<file path="config.mk">
export PLATFORM = sky130hd
export DESIGN_NAME = ct_pool_unit_flat
export DESIGN_NICKNAME = d
export VERILOG_FILES = /design/src/rtl/ct_pool_unit_pkg.sv /design/src/rtl/ct_pool_unit_if.sv /design/src/rtl/ct_pool_unit_max4.sv /design/src/rtl/ct_pool_unit.sv /design/src/flat_wrapper.sv
export SDC_FILE = /design/constraint.sdc
export NUM_CORES = 1
export LEC_CHECK = 0
export ABC_AREA = 0
export BUFFER_PORTS_ARGS = -buffer_cell sky130_fd_sc_hd__buf_2
export CELL_PAD_IN_SITES_DETAIL_PLACEMENT = 1
export CELL_PAD_IN_SITES_GLOBAL_PLACEMENT = 1
export CORE_MARGIN = 4
export CORE_UTILIZATION = 47
export DETAILED_ROUTE_END_ITERATION = 6
export PLACE_DENSITY_LB_ADDON = 0.1
export SYNTH_ARGS = -nofsm -noshare
export SYNTH_HDL_FRONTEND = slang
export SYNTH_SLANG_ARGS = --single-unit
</file>
<file path="constraint.sdc">
create_clock -name clk -period 9 [get_ports clk]
set_input_delay 0.45 -clock clk [delete_from_list [all_inputs] [get_ports clk]]
set_output_delay 0.45 -clock clk [all_outputs]
set_load 0.02 [all_outputs]
</file>
<file path="src/rtl/ct_pool_unit_pkg.sv">
// Shared types and constants for the convolution pooling unit.
// Build option: define CT_POOL_RELU_EN to clamp negative samples to zero.
package ct_pkg;

    localparam int DATA_W_DEF = 8;
    localparam int N_RES_DEF  = 4;
    localparam int SUM_W_DEF  = DATA_W_DEF + 2;

    typedef enum logic [1:0] {
        ST_IDLE    = 2'd0,
        ST_COLLECT = 2'd1,
        ST_PRESENT = 2'd2
    } state_e;

    // Width of a sum of four DATA_W samples without wrap.
    function automatic int sum_w(input int dw);
        return dw + 2;
    endfunction

endpackage

</file>
<file path="src/rtl/ct_pool_unit_if.sv">
// Frame/result bus between the convolution controller, pool unit and consumer.
// Build option CT_POOL_RELU_EN changes only how res_data is interpreted.
interface ct_pool_unit_if
    import ct_pkg::*;
#(
    parameter int DATA_W = DATA_W_DEF
);

    logic              start;
    logic              res_valid;
    logic [DATA_W-1:0] res_data;
    logic              res_done;
    logic              out_valid;
    logic              out_ready;
    logic [DATA_W-1:0] out_max;
    logic [DATA_W+1:0] out_sum;
    logic [DATA_W-1:0] out_avg;
    logic              err_overrun;
    logic              err_underrun;

    modport master (
        output start, res_valid, res_data, res_done, out_ready,
        input  out_valid, out_max, out_sum, out_avg,
        input  err_overrun, err_underrun
    );

    modport slave (
        input  start, res_valid, res_data, res_done, out_ready,
        output out_valid, out_max, out_sum, out_avg,
        output err_overrun, err_underrun
    );

endinterface

</file>
<file path="src/rtl/ct_pool_unit_max4.sv">
// Unsigned maximum of four samples, purely combinational.
// Unaffected by CT_POOL_RELU_EN; clamping happens before this stage.
module ct_max4 #(
    parameter int W = 8
) (
    input  logic [W-1:0] a_i,
    input  logic [W-1:0] b_i,
    input  logic [W-1:0] c_i,
    input  logic [W-1:0] d_i,
    output logic [W-1:0] max_o
);

    logic [W-1:0] ab;
    logic [W-1:0] cd;

    // Balanced two-level compare tree.
    always_comb begin
        ab    = (a_i >= b_i) ? a_i : b_i;
        cd    = (c_i >= d_i) ? c_i : d_i;
        max_o = (ab >= cd) ? ab : cd;
    end

endmodule

</file>
<file path="src/rtl/ct_pool_unit.sv">
// 2x2 max/sum/average pooling of one convolution frame of N_RES samples.
// Define CT_POOL_RELU_EN to treat samples as signed and clamp negatives to 0.
module ct_pool_unit
    import ct_pkg::*;
#(
    parameter int DATA_W = DATA_W_DEF,
    parameter int N_RES  = N_RES_DEF
) (
    input  logic           clk,
    input  logic           reset,
    ct_pool_unit_if.slave  pool_if
);

    localparam int       SW   = sum_w(DATA_W);
    localparam logic [1:0] LAST = 2'(N_RES - 1);

    state_e            state_q, state_d;
    logic [1:0]        idx_q, idx_d;
    logic [DATA_W-1:0] samp_q [N_RES];
    logic [DATA_W-1:0] samp_d [N_RES];
    logic              out_valid_q, out_valid_d;
    logic [DATA_W-1:0] max_q, max_d;
    logic [SW-1:0]     sum_q, sum_d;
    logic [DATA_W-1:0] avg_q, avg_d;
    logic              ovr_q, ovr_d;
    logic              unr_q, unr_d;

    logic [DATA_W-1:0] din;
    logic [DATA_W-1:0] max_new;
    logic [SW-1:0]     sum_new;

    // Sample conditioning ahead of storage and arithmetic.
    always_comb begin
`ifdef CT_POOL_RELU_EN
        din = pool_if.res_data[DATA_W-1] ? '0 : pool_if.res_data;
`else
        din = pool_if.res_data;
`endif
    end

    // Frame result uses the three stored samples plus the one arriving now.
    ct_max4 #(.W(DATA_W)) u_max4 (
        .a_i   (samp_q[0]),
        .b_i   (samp_q[1]),
        .c_i   (samp_q[2]),
        .d_i   (din),
        .max_o (max_new)
    );

    // Full-width sum so four max-value samples never wrap.
    always_comb begin
        sum_new = SW'(samp_q[0]) + SW'(samp_q[1])
                + SW'(samp_q[2]) + SW'(din);
    end

    // Next-state and datapath updates; start overrides everything.
    always_comb begin
        state_d     = state_q;
        idx_d       = idx_q;
        samp_d      = samp_q;
        out_valid_d = out_valid_q;
        max_d       = max_q;
        sum_d       = sum_q;
        avg_d       = avg_q;
        ovr_d       = ovr_q;
        unr_d       = unr_q;

        if (pool_if.start) begin
            state_d     = ST_COLLECT;
            idx_d       = '0;
            out_valid_d = 1'b0;
            ovr_d       = 1'b0;
            unr_d       = 1'b0;
            for (int i = 0; i < N_RES; i++) begin
                samp_d[i] = '0;
            end
        end else begin
            unique case (state_q)
                ST_IDLE: begin
                    if (pool_if.res_valid) begin
                        ovr_d = 1'b1;
                    end
                end
                ST_COLLECT: begin
                    if (pool_if.res_valid && idx_q == LAST) begin
                        samp_d[idx_q] = din;
                        idx_d         = '0;
                        max_d         = max_new;
                        sum_d         = sum_new;
                        avg_d         = sum_new[SW-1:2];
                        out_valid_d   = 1'b1;
                        state_d       = ST_PRESENT;
                    end else if (pool_if.res_done) begin
                        unr_d   = 1'b1;
                        idx_d   = '0;
                        state_d = ST_IDLE;
                    end else if (pool_if.res_valid) begin
                        samp_d[idx_q] = din;
                        idx_d         = idx_q + 2'd1;
                    end
                end
                ST_PRESENT: begin
                    if (pool_if.res_valid) begin
                        ovr_d = 1'b1;
                    end
                    if (out_valid_q && pool_if.out_ready) begin
                        out_valid_d = 1'b0;
                        state_d     = ST_IDLE;
                    end
                end
                default: begin
                    state_d     = ST_IDLE;
                    idx_d       = '0;
                    out_valid_d = 1'b0;
                end
            endcase
        end
    end

    // State and datapath registers with synchronous reset.
    always_ff @(posedge clk) begin
        if (reset) begin
            state_q     <= ST_IDLE;
            idx_q       <= '0;
            out_valid_q <= 1'b0;
            max_q       <= '0;
            sum_q       <= '0;
            avg_q       <= '0;
            ovr_q       <= 1'b0;
            unr_q       <= 1'b0;
            for (int i = 0; i < N_RES; i++) begin
                samp_q[i] <= '0;
            end
        end else begin
            state_q     <= state_d;
            idx_q       <= idx_d;
            out_valid_q <= out_valid_d;
            max_q       <= max_d;
            sum_q       <= sum_d;
            avg_q       <= avg_d;
            ovr_q       <= ovr_d;
            unr_q       <= unr_d;
            for (int i = 0; i < N_RES; i++) begin
                samp_q[i] <= samp_d[i];
            end
        end
    end

    assign pool_if.out_valid    = out_valid_q;
    assign pool_if.out_max      = max_q;
    assign pool_if.out_sum      = sum_q;
    assign pool_if.out_avg      = avg_q;
    assign pool_if.err_overrun  = ovr_q;
    assign pool_if.err_underrun = unr_q;

endmodule

</file>
<file path="src/flat_wrapper.sv">
// flat-port wrapper written by rule: the top's interface ports become plain ports
module ct_pool_unit_flat import ct_pkg::*;
#(
    parameter int DATA_W = DATA_W_DEF,
    parameter int N_RES  = N_RES_DEF
)
  (clk, reset, pool_if_start, pool_if_res_valid, pool_if_res_data, pool_if_res_done, pool_if_out_ready, pool_if_out_valid, pool_if_out_max, pool_if_out_sum, pool_if_out_avg, pool_if_err_overrun, pool_if_err_underrun);
  ct_pool_unit_if #(.DATA_W(DATA_W)) pool_if_i ();
  input  logic clk;
  input  logic reset;
  input wire logic [$bits(pool_if_i.start)-1:0] pool_if_start;
  input wire logic [$bits(pool_if_i.res_valid)-1:0] pool_if_res_valid;
  input wire logic [$bits(pool_if_i.res_data)-1:0] pool_if_res_data;
  input wire logic [$bits(pool_if_i.res_done)-1:0] pool_if_res_done;
  input wire logic [$bits(pool_if_i.out_ready)-1:0] pool_if_out_ready;
  output wire logic [$bits(pool_if_i.out_valid)-1:0] pool_if_out_valid;
  output wire logic [$bits(pool_if_i.out_max)-1:0] pool_if_out_max;
  output wire logic [$bits(pool_if_i.out_sum)-1:0] pool_if_out_sum;
  output wire logic [$bits(pool_if_i.out_avg)-1:0] pool_if_out_avg;
  output wire logic [$bits(pool_if_i.err_overrun)-1:0] pool_if_err_overrun;
  output wire logic [$bits(pool_if_i.err_underrun)-1:0] pool_if_err_underrun;
  assign pool_if_i.start = pool_if_start;
  assign pool_if_i.res_valid = pool_if_res_valid;
  assign pool_if_i.res_data = pool_if_res_data;
  assign pool_if_i.res_done = pool_if_res_done;
  assign pool_if_i.out_ready = pool_if_out_ready;
  assign pool_if_out_valid = pool_if_i.out_valid;
  assign pool_if_out_max = pool_if_i.out_max;
  assign pool_if_out_sum = pool_if_i.out_sum;
  assign pool_if_out_avg = pool_if_i.out_avg;
  assign pool_if_err_overrun = pool_if_i.err_overrun;
  assign pool_if_err_underrun = pool_if_i.err_underrun;
  ct_pool_unit #(.DATA_W(DATA_W), .N_RES(N_RES)) u_core (.clk(clk), .reset(reset), .pool_if(pool_if_i));
endmodule
</file>
## After elaboration in Yosys (flattened, before gate mapping)

Cells that the tools add are included.

- $add $sub $neg: 4
- Order comparisons: 5
- Eq/ne operators: 11
- Multiplexer cells: 21
- Bitwise logic cells: 5
- Reductions and logical operators: 15

Operators with widths:

| kind | number |
|---|---|
| $mux 32 | 3 |
| $bwmux 32 | 1 |
| $mux 8 | 4 |
| $ge 8x8->1 | 3 |
| $add 10x8->10 | 2 |
| $reduce_and 3->1 | 6 |
| $demux 8 s2 | 1 |
| $mux 2 | 6 |
| $add 8x8->9 | 1 |
| $ne 4x3->1 const B | 2 |
| $ne 2x1->1 const B | 3 |
| $ne 3x2->1 const B | 2 |
| $pmux 2 s3 | 1 |
| $eq 2x2->1 const B | 2 |
| $not 1->1 | 4 |
| $pmux 2 s2 | 1 |
| $reduce_and 2->1 | 2 |
| $reduce_or 2->1 | 2 |
| $ge 3x3->1 const B | 1 |
| $logic_and 1x1->1 | 3 |
| $lt 3x1->1 const B | 1 |
| $mux 1 | 3 |
| $not 2->3 | 1 |
| $pmux 1 s3 | 1 |
| 5 further kinds | 5 |

- Flip-flop bits (word level): 65
- Word-level logic and storage cells: 74

## Logic depth before layout (Yosys ltp)

Gate-level depths: netlist (run 1).

- Depth in word-level cells: 9
- Mapped depth: 17

## Hierarchy

A second synthesis (run 1) with hierarchy kept.

- Cells, all modules: 390
- Area total of the unflattened synthesis: 3628.5 µm²

Modules (own cells, without submodules):

| module | times used | cells an instance | area an instance (µm²) |
|---|---|---|---|
| ct_pool_unit | 1 | 289 | 2720.1 |
| ct_max4 | 1 | 101 | 908.4 |

## Worst setup path before layout (run 1)

OpenSTA, ideal clock, no wires.

- Path kind: register -> register
- Start: register u_core.samp_q[16] in the netlist's numbering
- End: register u_core.avg_q[5], in the netlist u_core.pool_if.out_avg[5]
- Setup time: 0.062 ns
- Arrival time: 3.133 ns
- Data required time: 8.938 ns
- Setup slack: 5.805 ns
- Cell stages (with the launch flop): 15
- Clock period less this slack: 3.195 ns
- Cell sequence: dfxtp_1 -> ha_1 -> inv_1 -> fa_1 -> fa_1 -> inv_1 -> ha_1 -> inv_1 -> fa_1 -> nand2b_1 -> a21boi_0 -> o21ai_0 -> o2bb2ai_1 -> or4_1 -> nand3_1

- Word-level cells in the longest chain between the ends: 3

Ends and longest elaborated chain:

| item | RTL line | RTL |
|---|---|---|
| start, declared | ct_pool_unit.sv:19 | `logic [DATA_W-1:0] samp_q [N_RES];` |
| start signal, assigned by index | ct_pool_unit.sv:144 | `samp_q[i] <= samp_d[i];` |
| $add 8x8->9 | ct_pool_unit.sv:52 | `sum_new = SW'(samp_q[0]) + SW'(samp_q[1])` |
| $add 10x8->10 (2 in series) | ct_pool_unit.sv:53 | `+ SW'(samp_q[2]) + SW'(din);` |
| end signal, assigned | ct_pool_unit.sv:140 | `avg_q <= avg_d;` |
| end, declared | ct_pool_unit.sv:24 | `logic [DATA_W-1:0] avg_q, avg_d;` |

No other way between the ends.
A chain may end at the register's enable or synchronous reset.

## Worst setup path after layout (run 1)

- Start: register u_core.samp_q[20] in the netlist's numbering
- End: register u_core.max_q[1], in the netlist u_core.pool_if.out_max[1]

- Word-level cells in the longest chain between the ends: 4

Ends and longest elaborated chain:

| item | RTL line | RTL |
|---|---|---|
| $ge 8x8->1 | ct_pool_unit_max4.sv:18 | `ab = (a_i >= b_i) ? a_i : b_i;` |
| $mux 8 (*) | ct_pool_unit_max4.sv:18 |  |
| $ge 8x8->1 | ct_pool_unit_max4.sv:20 | `max_o = (ab >= cd) ? ab : cd;` |
| $mux 8 (*) | ct_pool_unit_max4.sv:20 |  |
| end signal, assigned | ct_pool_unit.sv:138 | `max_q <= max_d;` |
| end, declared | ct_pool_unit.sv:22 | `logic [DATA_W-1:0] max_q, max_d;` |

Mark *: on every way between the ends. The rest lies on a longest branch, timed or not.

==> impl_summary.txt, run 1 <==
----------------------------------------------------
[Final layout]
  Post-Route Utilization ... 52.98%
  Post-route non-filler standard cell count ... about 570
  Summed area of non-filler cells in the final layout ... 3884 um^2
  Fraction of layout instances using a drive strength above 1 ... 13.71%
  Layout filler cell count ... 914
  Area Overhead vs Synth ... 8.874%
  Commonest non-fill, non-tap cell in the layout ... sky130_fd_sc_hd__inv_1
  Layout Nets ... 541
  Antenna cell count ... 0
  Highest-count cells in the layout ignoring fill and taps ... sky130_fd_sc_hd__inv_1 (54), sky130_fd_sc_hd__nand2_1 (50), sky130_fd_sc_hd__dfxtp_1 (49)

[Floorplanning]
  Count of standard-cell rows ... 31
  Full die area ... just over 9000 um^2
  Starting utilization of the core area ... 48.66%
  Height of the die ... 95.12 um
  Total I/O pin count ... 43
  Core area ... between 7000 and 8000 um^2
  Die X-Extent ... about 95 um

[Logic synthesis]
  Number of enable flip-flop cells after synthesis ... 0
  Net count after synthesis ... ~510
  Post-synthesis register bit count ... 49
  Warnings from Yosys ... 0
  Cell type with the largest total area after synthesis ... sky130_fd_sc_hd__dfxtp_1
  Per-instance average area after synthesis ... 8.034 um^2
  Synth area leaders ... sky130_fd_sc_hd__dfxtp_1 (27%), sky130_fd_sc_hd__ha_1 (15%), sky130_fd_sc_hd__a21oi_1 (5.9%)
  Count of mapped cells out of synthesis ... 444
  Number of library cell types mapped by synthesis ... 46
  Top cell type's share of synthesized area ... between 20% and 30%
  Total standard cell area after synthesis ... between 3000 and 4000 um^2
  FFs w/ async S/R, synth ... 0%
  Prevailing post-synth register cell ... sky130_fd_sc_hd__dfxtp_1
  Sequential area share after synthesis ... a little over a quarter

[Hold path]
  Class of the tightest hold or removal check ... in -> reg

[Detailed routing]
  Number of detailed-routing iterations run before antenna repair ... 4
  Routed wire per std cell ... 16.70 um
  Number of design rule violations left after detail routing ... 0
  Vias after detailed routing ... 3,109
  Via count normalized by instance count ... 5.426
  Drt total wl ... between 9000 and 10,000 um
  Violation count after the first detailed-routing iteration ... 86
  Antenna viol nets, final ... 0

[CTS]
  Clock Tree Buf Depth ... 2
  CTS Buf Count ... 5
  Insertion delay of the later-clocked pin in the worst-skew pair ... 320 ps
  H-tree levels ... 2
  Gates resized, CTS repair ... 0
  Buffer cell driving the clock tree root ... sky130_fd_sc_hd__clkbuf_8
  CTS hold repair buffers ... 0
  CTS tree ... yes
  Clock Sinks ... 49
  Clock slew at the register clock pins of the worst setup and hold paths ... 100 ps
  Setup fix buffers added after clock tree synthesis ... 0

[STA]
  Time the final worst path needs with I/O delays and setup ... 3804 ps
  Worst-case clock skew ... 4.589 ps
  Hold violation count in the final report ... 0
  Post-Route Hold Slack ... 391.1 ps
  Worst slew pin tran ... 942.3 ps
  Final Setup Violations ... 0
  Worst slew margin ... 36.95%
  Final setup TNS ... 0 ps
  Period Utilization, post-route ... 42.27%
  Highest Clock Rate ... 262.9 MHz
  Slew Viols, Final ... 0
  RSZ-0062 raised after global routing ... no
  Post-layout worst setup margin ... 5196 ps

[Critical path]
  Master of the slowest instance on the critical path ... sky130_fd_sc_hd__nor2_1
  Peak fanout along the critical path ... 16
  Endpoint class of the critical path ... flop
  Arrival time worst endpoint ... 4050 ps
  Path type of the worst setup path ... reg -> reg
  Critical path required time ... 9240 ps
  Critical Path Start Type ... flop
  Maximum single-stage delay on the critical path ... ~720 ps
  Worst path cell trace ... inv_1 -> ha_1 -> o21ai_0 -> a21oi_1 -> nor2_1 -> nor3b_1 -> or2_2 -> ha_1 -> nand2_1 -> nor3_1 -> a21oi_1 -> nor3_2 -> o21ai_0 -> o211ai_1
  Setup slack of the most critical reg-to-reg path ... a little over 5000 ps

[Global routing]
  Via count of the first global-routing pass ... 3,266
  Wire length of the first global-routing pass ... 16,010 um
  Total grt overflow ... 0
  Number of antenna violations at the first check in global routing ... 0
  Combined global-route utilization of all metal layers ... 22.74%
  Pin count of the biggest net entering global routing ... 31

[Pwr]
  Power Density ... 102.7 nW/um^2
  Worst vdd ir ... 0.06260 mV
  Sum of internal, switching and leakage power ... 398.8 uW
  Leak ... 1.815 nW

[Placement]
  Placed cell count ... 565
  HPWL reported at the end of detailed placement ... 7703 um
  Number of input and output port buffers inserted ... 42
  Gpl congestion ... between 0.8 and 0.9
  Placed cell area ... ~3800 um^2
  Pre-CTS setup slack ... 5215 ps

[Flow run]
  Number of maximum-capacitance constraint violations ... 0

[Outcome]
  Status ... finished clean

----------------------------------------------------
==> final cells by class <==
class / count / area, um^2 / area share [%]
multi-input combinational: 319 / 2261 / 58.22
timing repair buffer: 44 / 225.2 / 5.799
clock inverter: 3 / 21.27 / 0.5477
clock buffer: 5 / 68.82 / 1.772
tap: 99 / 123.9 / 3.189
inverter: 54 / 202.7 / 5.219
sequential: 49 / 980.9 / 25.26
==> flip-flops by register name (all words and copies together), names as in the netlist <==
register / count
u_core.pool_if.out_max: 8
u_core.pool_if.out_avg: 8
u_core.idx_q: 2
u_core.state_q: 2
u_core.pool_if.out_valid: 1
u_core.pool_if.err_overrun: 1
u_core.pool_if.out_sum: 2
u_core.samp_q: 24
u_core.pool_if.err_underrun: 1
==> synthesized netlist by cell type, types with 2 or more instances <==
cell,number
sky130_fd_sc_hd__nand2b_1,8
sky130_fd_sc_hd__clkbuf_1,11
sky130_fd_sc_hd__a211oi_1,2
sky130_fd_sc_hd__o211ai_1,8
sky130_fd_sc_hd__o21ai_0,19
sky130_fd_sc_hd__xor2_1,2
sky130_fd_sc_hd__o21a_1,10
sky130_fd_sc_hd__a21oi_1,42
sky130_fd_sc_hd__dfxtp_1,49
sky130_fd_sc_hd__o31ai_1,2
sky130_fd_sc_hd__nor2_1,26
sky130_fd_sc_hd__or2_2,6
sky130_fd_sc_hd__fa_1,10
sky130_fd_sc_hd__nand3_1,24
sky130_fd_sc_hd__nor3b_1,7
sky130_fd_sc_hd__ha_1,44
sky130_fd_sc_hd__o21bai_1,3
sky130_fd_sc_hd__xnor2_1,7
sky130_fd_sc_hd__buf_2,2
sky130_fd_sc_hd__mux2i_1,12
sky130_fd_sc_hd__or2_1,2
sky130_fd_sc_hd__a21boi_0,2
sky130_fd_sc_hd__nand2_1,50
sky130_fd_sc_hd__nand3b_1,2
sky130_fd_sc_hd__buf_4,8
sky130_fd_sc_hd__nor3_1,11
sky130_fd_sc_hd__inv_1,54
sky130_fd_sc_hd__a31oi_1,3
==> metal layers <==
metal  up-vias  wire, um  track usage, %
li1       1550         -               -
met1      1486      4621           29.48
met2        52      4384           38.13
met3        21       317           3.788
met4         0       246           7.813
met5         -         0               0
==> power by group <==
group	total, mW	switching (mW)	internal, mW
sequential	0.219	0.00103	0.218
combinational	0.0398	0.0266	0.0132
clock	0.140	0.0849	0.0554
total	0.399	0.113	0.286
==> cells by family after synthesis <==
group,synth area share [%]
DFF,27.50
AOI/OAI and AO/OA,18.06
muxes,3.367
xor gates and xnor gates,2.210
and+or+nand+nor,18.70
adders and majority gates,21.05
buffers and inverters,9.120
==> worst paths after layout <==
check / cells past startpoint / endpoint / startpoint
worst max-delay path: 14 / u_core.pool_if.out_max[1] / u_core.samp_q[20]
worst min-delay path: 3 / u_core.state_q[0] / pool_if_start
worst min register to register: 2 / u_core.pool_if.out_sum[1] / u_core.pool_if.out_sum[1]
worst max register to register: 14 / u_core.pool_if.out_max[1] / u_core.samp_q[20]
==> critical path: cells and delay by family (launching register included) <==
kind | cells | cell delay, ps
and+or+nand+nor | 6 | 1830
buffers and inverters | 1 | 70
adders and majority gates | 2 | 670
AOI/OAI and AO/OA | 5 | 760
DFF | 1 | 410
Power figures use the tool's default switching activity.
==> run 2: changes to the inputs <==
CORE_UTILIZATION = 40   (was 47)
clock period = 3.15 ns   (was 9 ns; I/O delays follow)
==> run 2 against run 1 <==
  * Critical path type unchanged
  * Flip-flop and latch count did not move
  * Sequential share of layout area fell by 5.6 points
  * First-iteration DRC count fell by 37%
  * Critical endpoint is now u_core.pool_if.out_avg[6]
  * Non-clock buffer count rose by 81
  * Fmax rose by 16%
  * Via count rose by 13%
  * The run now ends with negative setup slack left
  * Combinational power rose to 4.6 times the previous value
==> impl_summary.txt, run 2 (synthesis gave the netlist of run 1 again) <==
----------------------------------------------------
[Placement]
  HPWL reported at the end of detailed placement ... ~8600 um
  Gpl congestion ... 0.9217
  Number of input and output port buffers inserted ... between 40 and 50

[STA]
  Final Setup Violations ... 4
  Worst slew pin tran ... 617.4 ps
  Worst slew margin ... 58.84%
  Period Utilization, post-route ... 103.9%
  RSZ-0062 raised after global routing ... yes
  Hold violation count in the final report ... 0
  Slew Viols, Final ... 0
  Post-Route Hold Slack ... between 90 and 100 ps
  Post-layout worst setup margin ... -124.3 ps
  Worst-case clock skew ... 11.26 ps
  Highest Clock Rate ... 305.4 MHz
  Time the final worst path needs with I/O delays and setup ... 3274 ps

[Critical path]
  Worst path cell trace ... ha_4 -> inv_4 -> fa_2 -> o21bai_2 -> a21oi_2 -> o21bai_1 -> a21oi_2 -> xnor2_1 -> fa_1 -> inv_2 -> ha_4 -> o21ai_1 -> nand2b_1 -> a21boi_2 -> xor2_1 -> a22o_1
  Maximum single-stage delay on the critical path ... ~500 ps
  Dominant delay contributor by cell family on the critical path ... adder cells
  Launching point of the worst reg2reg path ... u_core.samp_q[24]
  Reg2reg end ... u_core.pool_if.out_avg[6]
  Peak fanout along the critical path ... 2
  Reg2Reg Depth ... 16
  Buffers & Inverters on Critical Path ... 2
  Critical Path Start Type ... flop
  Master of the slowest instance on the critical path ... sky130_fd_sc_hd__fa_1
  Path type of the worst setup path ... reg -> reg
  Arrival time worst endpoint ... ~3500 ps
  Critical path required time ... 3360 ps
  Setup slack of the most critical reg-to-reg path ... -120 ps
  Endpoint class of the critical path ... flop

[Detailed routing]
  Violation count after the first detailed-routing iteration ... 54
  Drt total wl ... about 12,000 um
  Number of detailed-routing iterations run before antenna repair ... 5
  Vias after detailed routing ... 3,522
  Via count normalized by instance count ... 5.304
  Number of design rule violations left after detail routing ... 0
  Antenna viol nets, final ... 0
  Routed wire per std cell ... 18.52 um

[Global routing]
  Total grt overflow ... 0
  Via count of the first global-routing pass ... 3,593
  Wire length of the first global-routing pass ... ~18,000 um
  Combined global-route utilization of all metal layers ... 22.33%
  Number of antenna violations at the first check in global routing ... 0
  Pin count of the biggest net entering global routing ... 31

[CTS]
  Insertion delay of the later-clocked pin in the worst-skew pair ... 310 ps
  Clock Sinks ... 49
  CTS tree ... yes
  Clock Tree Buf Depth ... 2
  Buffer cell driving the clock tree root ... sky130_fd_sc_hd__clkbuf_8
  CTS Buf Count ... 5
  Clock slew at the register clock pins of the worst setup and hold paths ... around 110 ps
  CTS hold repair buffers ... 0
  H-tree levels ... 2

[Pwr]
  Sw Ratio ... 26.72%
  Power spent charging and discharging nets ... 342.5 uW
  Int Power ... ~940 uW
  Leak ... 2.297 nW
  Sum of internal, switching and leakage power ... around 1.3 mW
  Fraction of power consumed by sequential logic ... about 50%
  Worst vdd ir ... 0.1612 mV
  Clk pwr share ... 37.1%
  Power share of the combinational group ... 14.2%
  Power Density ... 254.2 nW/um^2

[Outcome]
  Failing checks ... negative setup slack
  Status ... finished with violations

[Floorplanning]
  Die X-Extent ... 102.4 um
  Total I/O pin count ... 43
  Height of the die ... slightly above 100 um
  Starting utilization of the core area ... 41.10%
  Count of standard-cell rows ... 34
  Full die area ... 10,490 um^2
  Core area ... 8678 um^2

[Final layout]
  Area of combinational cells with multiple inputs ... 2730 um^2
  Register with the most flip-flops ... u_core.samp_q
  Fraction of layout instances using a drive strength above 1 ... 39.39%
  Commonest non-fill, non-tap cell in the layout ... sky130_fd_sc_hd__buf_4
  Layout Nets ... 623
  Layout filler cell count ... 1,057
  Antenna cell count ... 0
  Flip-flop count of the largest register, all copies and words added ... 24
  Area Overhead vs Synth ... 41.39%
  Highest-count cells in the layout ignoring fill and taps ... sky130_fd_sc_hd__buf_4 (76), sky130_fd_sc_hd__inv_1 (48), sky130_fd_sc_hd__nand2_1 (47)
  Register area ... 991.0 um^2

[Hold path]
  Worst hold endpoint ... u_core.state_q[0]
  Class of the tightest hold or removal check ... in -> reg
  Hold path cells ... 3
  Hold path start ... pool_if_start

[Flow run]
  Number of maximum-capacitance constraint violations ... 0

----------------------------------------------------
-- run 2: changes by cell type in the layout (fill, tap and decap cells not counted), sizes merged --
| cell | before | now |
|---|---|---|
| bufinv | 0 | 1 |
| clkinvlp | 1 | 0 |
| inv | 55 | 54 |
| clkbuf | 5 | 6 |
| buf | 44 | 125 |
| o221a | 1 | 2 |
-- run 2: metrics by stage --
step           std cells  setup TNS [ps]  util (%)  area [um^2]  setup slack [ps]
2_1_floorplan        444               0         -         3567             24.19
3_3_place_gp         639           -1141     49.61         4305            -210.6
3_5_place_dp         639           -3370     49.61         4305            -340.0
4_1_cts              660          -280.7     55.23         4793            -136.0
5_1_grt              664           -1477     58.12         5044            -220.3
6_report             664          -236.4     58.12         5044            -124.3
-- run 2: cell type report --
| cell class | count | share of cell area (%) |
|---|---|---|
| clock inverter | 2 | 0.7690 |
| clock buffer | 6 | 1.439 |
| sequential | 49 | 19.65 |
| tap | 108 | 2.679 |
| timing repair buffer | 125 | 17.22 |
| inverter | 54 | 4.118 |
| multi-input combinational | 320 | 54.13 |
-- run 2: worst min-delay path: stages --
cell and delay (ps):
sky130_fd_sc_hd__buf_2 100, sky130_fd_sc_hd__nor2_1 40, sky130_fd_sc_hd__nor2_1 60
-- run 2: what timing repair did --
action,4_1_cts,5_1_grt
cloned,1,0
endpoints found under the setup margin,13,13
gates resized for setup,66,49
setup buffers,12,5
pin swaps,27,34
-- run 2: power groups by stage --
stage	Combinational, mW	Sequential, mW	Clock (mW)
6_report	0.182	0.624	0.476
5_1_grt	0.198	0.624	0.510
4_1_cts	0.162	0.624	0.490
3_5_place_dp	0.145	0.639	0
3_3_place_gp	0.140	0.639	0
2_1_floorplan	0.0697	0.639	0
-- run 2: how the worst max path moves through the flow --
stage | start | to | slack, ps | cells after the start
after floorplan | u_core.samp_q[16] | u_core.pool_if.out_avg[6] | 20 | 16
after global placement | u_core.samp_q[16] | u_core.pool_if.out_avg[6] | -210 | 16
after detailed placement | u_core.samp_q[24] | u_core.pool_if.out_max[0] | -340 | 16
after CTS | u_core.samp_q[24] | u_core.pool_if.out_avg[5] | -140 | 15
after global routing | u_core.samp_q[18] | u_core.pool_if.out_avg[6] | -220 | 16
final | u_core.samp_q[24] | u_core.pool_if.out_avg[6] | -120 | 16
-- run 2: per-layer routing --
layer | vias to the layer above | share of wire, % | track usage (%)
met5 | - | 0 | 0
met4 | 0 | 2.3 | 4.743
met3 | 20 | 2.4 | 2.253
met2 | 53 | 50 | 39.08
met1 | 1733 | 45 | 29.73
li1 | 1716 | - | -
==> run 3: changes to the inputs <==
BUFFER_PORTS_ARGS = -buffer_cell sky130_fd_sc_hd__buf_4   (was -buffer_cell sky130_fd_sc_hd__buf_2)
==> run 3 against run 2 <==
  * The run still ends with negative setup slack left
  * Flip-flop and latch count did not move
  * Critical path depth fell by 1
  * Fmax fell by 1.3%
  * Via count rose by 0.65%
  * Utilization fell by 0.89 points
  * Final cell count fell by 0.90%
  * Routed wire length rose by 1.0%
  * Global-route usage rose by 0.72 points
  * Clock skew rose by 2.0 ps
  * Register-to-register slack got worse by 40 ps
==> impl_summary.txt, run 3 (synthesis gave the netlist of run 1 again) <==
----------------------------------------------------
[Outcome]
  Status ... finished with violations
  Failing checks ... negative setup slack

[Critical path]
  Arrival time worst endpoint ... 3580 ps
  Critical path required time ... about 3400 ps
  Reg2Reg Depth ... 15
  Buffers & Inverters on Critical Path ... 3
  Path type of the worst setup path ... reg -> reg
  Peak fanout along the critical path ... 2
  Critical Path Start Type ... flop
  Count of cell instances traversed by the critical path ... 15
  Maximum single-stage delay on the critical path ... 640 ps
  Worst path cell trace ... ha_4 -> inv_4 -> fa_2 -> o21bai_4 -> a21oi_2 -> buf_4 -> xnor2_1 -> fa_1 -> inv_2 -> ha_4 -> a21boi_4 -> o21ai_2 -> o2bb2ai_2 -> or4_1 -> nand3_1
  Endpoint class of the critical path ... flop
  Master of the slowest instance on the critical path ... sky130_fd_sc_hd__fa_1
  Dominant delay contributor by cell family on the critical path ... adder cells
  Cell with the most instances on the worst path ... sky130_fd_sc_hd__ha_4

[Placement]
  HPWL reported at the end of detailed placement ... 8501 um
  Pre-CTS setup slack ... -331.1 ps
  Number of input and output port buffers inserted ... 42
  Gpl congestion ... 0.9881

[CTS]
  Clock Sinks ... 49
  Buffer cell driving the clock tree root ... sky130_fd_sc_hd__clkbuf_8
  H-tree levels ... 2
  Clock Tree Buf Depth ... 2
  CTS Buf Count ... 5
  CTS tree ... yes
  Clock slew at the register clock pins of the worst setup and hold paths ... 100 ps
  Insertion delay of the later-clocked pin in the worst-skew pair ... roughly 310 ps

[STA]
  RSZ-0062 raised after global routing ... yes
  Final setup TNS ... -1016 ps
  Highest Clock Rate ... 301.5 MHz
  Hold violation count in the final report ... 0
  Post-layout worst setup margin ... -166.9 ps
  Slew Viols, Final ... 0
  Worst slew pin tran ... 595.5 ps
  Period Utilization, post-route ... 105.3%
  Worst slew margin ... 60.30%
  Worst-case clock skew ... approximately 13 ps
  Time the final worst path needs with I/O delays and setup ... 3317 ps
  Final Setup Violations ... 12

[Floorplanning]
  Core area ... 8678 um^2
  Die X-Extent ... 102.4 um
  Full die area ... 10,490 um^2
  Count of standard-cell rows ... 34
  Height of the die ... 102.4 um
  Starting utilization of the core area ... 41.10%
  Total I/O pin count ... 43

[Detailed routing]
  Violation count after the first detailed-routing iteration ... 108
  Antenna viol nets, final ... 0
  Routed wire per std cell ... approximately 19 um
  Number of detailed-routing iterations run before antenna repair ... 4
  Drt total wl ... ~12,000 um
  Vias after detailed routing ... 3,545
  Number of design rule violations left after detail routing ... 0
  Via count normalized by instance count ... about 5.4

[Pwr]
  Sw Ratio ... 26.64%
  Worst vdd ir ... ~0.17 mV
  Power Density ... 255.7 nW/um^2
  Power share of the combinational group ... 13.3%
  Int Power ... 931.6 uW
  Leak ... ~2.3 nW
  Fraction of power consumed by sequential logic ... 49.0%
  Clk pwr share ... 37.8%
  Power spent charging and discharging nets ... 338.4 uW

[Final layout]
  Fraction of layout instances using a drive strength above 1 ... between 30% and 40%
  Layout filler cell count ... 1,051
  Highest-count cells in the layout ignoring fill and taps ... sky130_fd_sc_hd__buf_4 (113), sky130_fd_sc_hd__inv_1 (49), sky130_fd_sc_hd__nand2_1 (47)
  Flip-flop count of the largest register, all copies and words added ... 24
  Area Overhead vs Synth ... 39.21%
  Register with the most flip-flops ... u_core.samp_q
  Antenna cell count ... 0
  Layout Nets ... 617
  Commonest non-fill, non-tap cell in the layout ... sky130_fd_sc_hd__buf_4

[Hold path]
  Class of the tightest hold or removal check ... in -> reg
  Hold path cells ... 3

[Global routing]
  Combined global-route utilization of all metal layers ... ~23%
  Number of antenna violations at the first check in global routing ... 0
  Wire length of the first global-routing pass ... 18,750 um
  Via count of the first global-routing pass ... 3,669
  Pin count of the biggest net entering global routing ... 31
  Total grt overflow ... 0

[Flow run]
  Number of maximum-capacitance constraint violations ... 0

----------------------------------------------------
[run 3: per-stage QoR]
stage | total power [mW] | std cells | utilization [%] | hold WS [ps] | cell area [um^2]
floorplan | 0.7091 | 444 | - | 278.2 | 3567
CTS | 1.273 | 648 | 54.25 | 73.52 | 4708
finish | 1.270 | 658 | 57.22 | 84.01 | 4966
global placement | 0.7771 | 632 | 50.22 | 395.2 | 4358
detailed placement | 0.7811 | 632 | 50.22 | 412.6 | 4358
global route | 1.325 | 658 | 57.22 | 95.69 | 4966
[run 3: final timing paths]
| path | start | end | slack (ps) |
|---|---|---|---|
| setup / recovery | u_core.samp_q[16] | u_core.pool_if.out_avg[5] | -170 |
| hold / removal | pool_if_start | u_core.state_q[0] | 80 |
| setup reg to reg | u_core.samp_q[16] | u_core.pool_if.out_avg[5] | -170 |
| hold reg to reg | u_core.pool_if.out_avg[3] | u_core.pool_if.out_avg[3] | 480 |
[run 3: what timing repair did]
action / in CTS / in global routing
buffers inserted: 7 / 11
resized for setup: 47 / 44
hold buffers: 0 / 0
endpoints found under the setup margin: 13 / 13
pin swaps: 18 / 39
gates cloned: 1 / 0
[run 3: worst reg2reg max path: stages, from the launching register on]
cell	delay, ps
sky130_fd_sc_hd__dfxtp_4	380
sky130_fd_sc_hd__ha_4	150
sky130_fd_sc_hd__inv_4	30
sky130_fd_sc_hd__fa_2	360
sky130_fd_sc_hd__o21bai_4	130
sky130_fd_sc_hd__a21oi_2	80
sky130_fd_sc_hd__buf_4	130
sky130_fd_sc_hd__xnor2_1	140
sky130_fd_sc_hd__fa_1	640
sky130_fd_sc_hd__inv_2	70
sky130_fd_sc_hd__ha_4	270
sky130_fd_sc_hd__a21boi_4	200
sky130_fd_sc_hd__o21ai_2	90
sky130_fd_sc_hd__o2bb2ai_2	130
sky130_fd_sc_hd__or4_1	400
sky130_fd_sc_hd__nand3_1	70
[run 3: power groups by stage]
| stage | clock network [mW] | registers, mW | logic (mW) |
|---|---|---|---|
| after global routing | 0.519 | 0.623 | 0.184 |
| after detailed placement | 0 | 0.639 | 0.142 |
| after CTS | 0.496 | 0.625 | 0.153 |
| final | 0.480 | 0.622 | 0.168 |
| after floorplan | 0 | 0.639 | 0.0697 |
| after global placement | 0 | 0.639 | 0.139 |
[run 3: layer usage]
layer  wire length [um]  part of all wire [%]  track usage, %
met5                  0                     0               0
met4                286                   2.3           6.963
met2               6212                    50           39.97
met3                621                   5.0           2.389
met1               5301                    43           30.08
[run 3: cell type report]
class                      count  area [um^2]  share of cell area (%)
clock inverter                 2        38.79                  0.7811
timing repair buffer         119        924.6                   18.62
inverter                      54        205.2                   4.132
clock buffer                   6        72.57                   1.461
sequential                    49        994.7                   20.03
multi-input combinational    320         2595                   52.26
tap                          108        135.1                   2.721
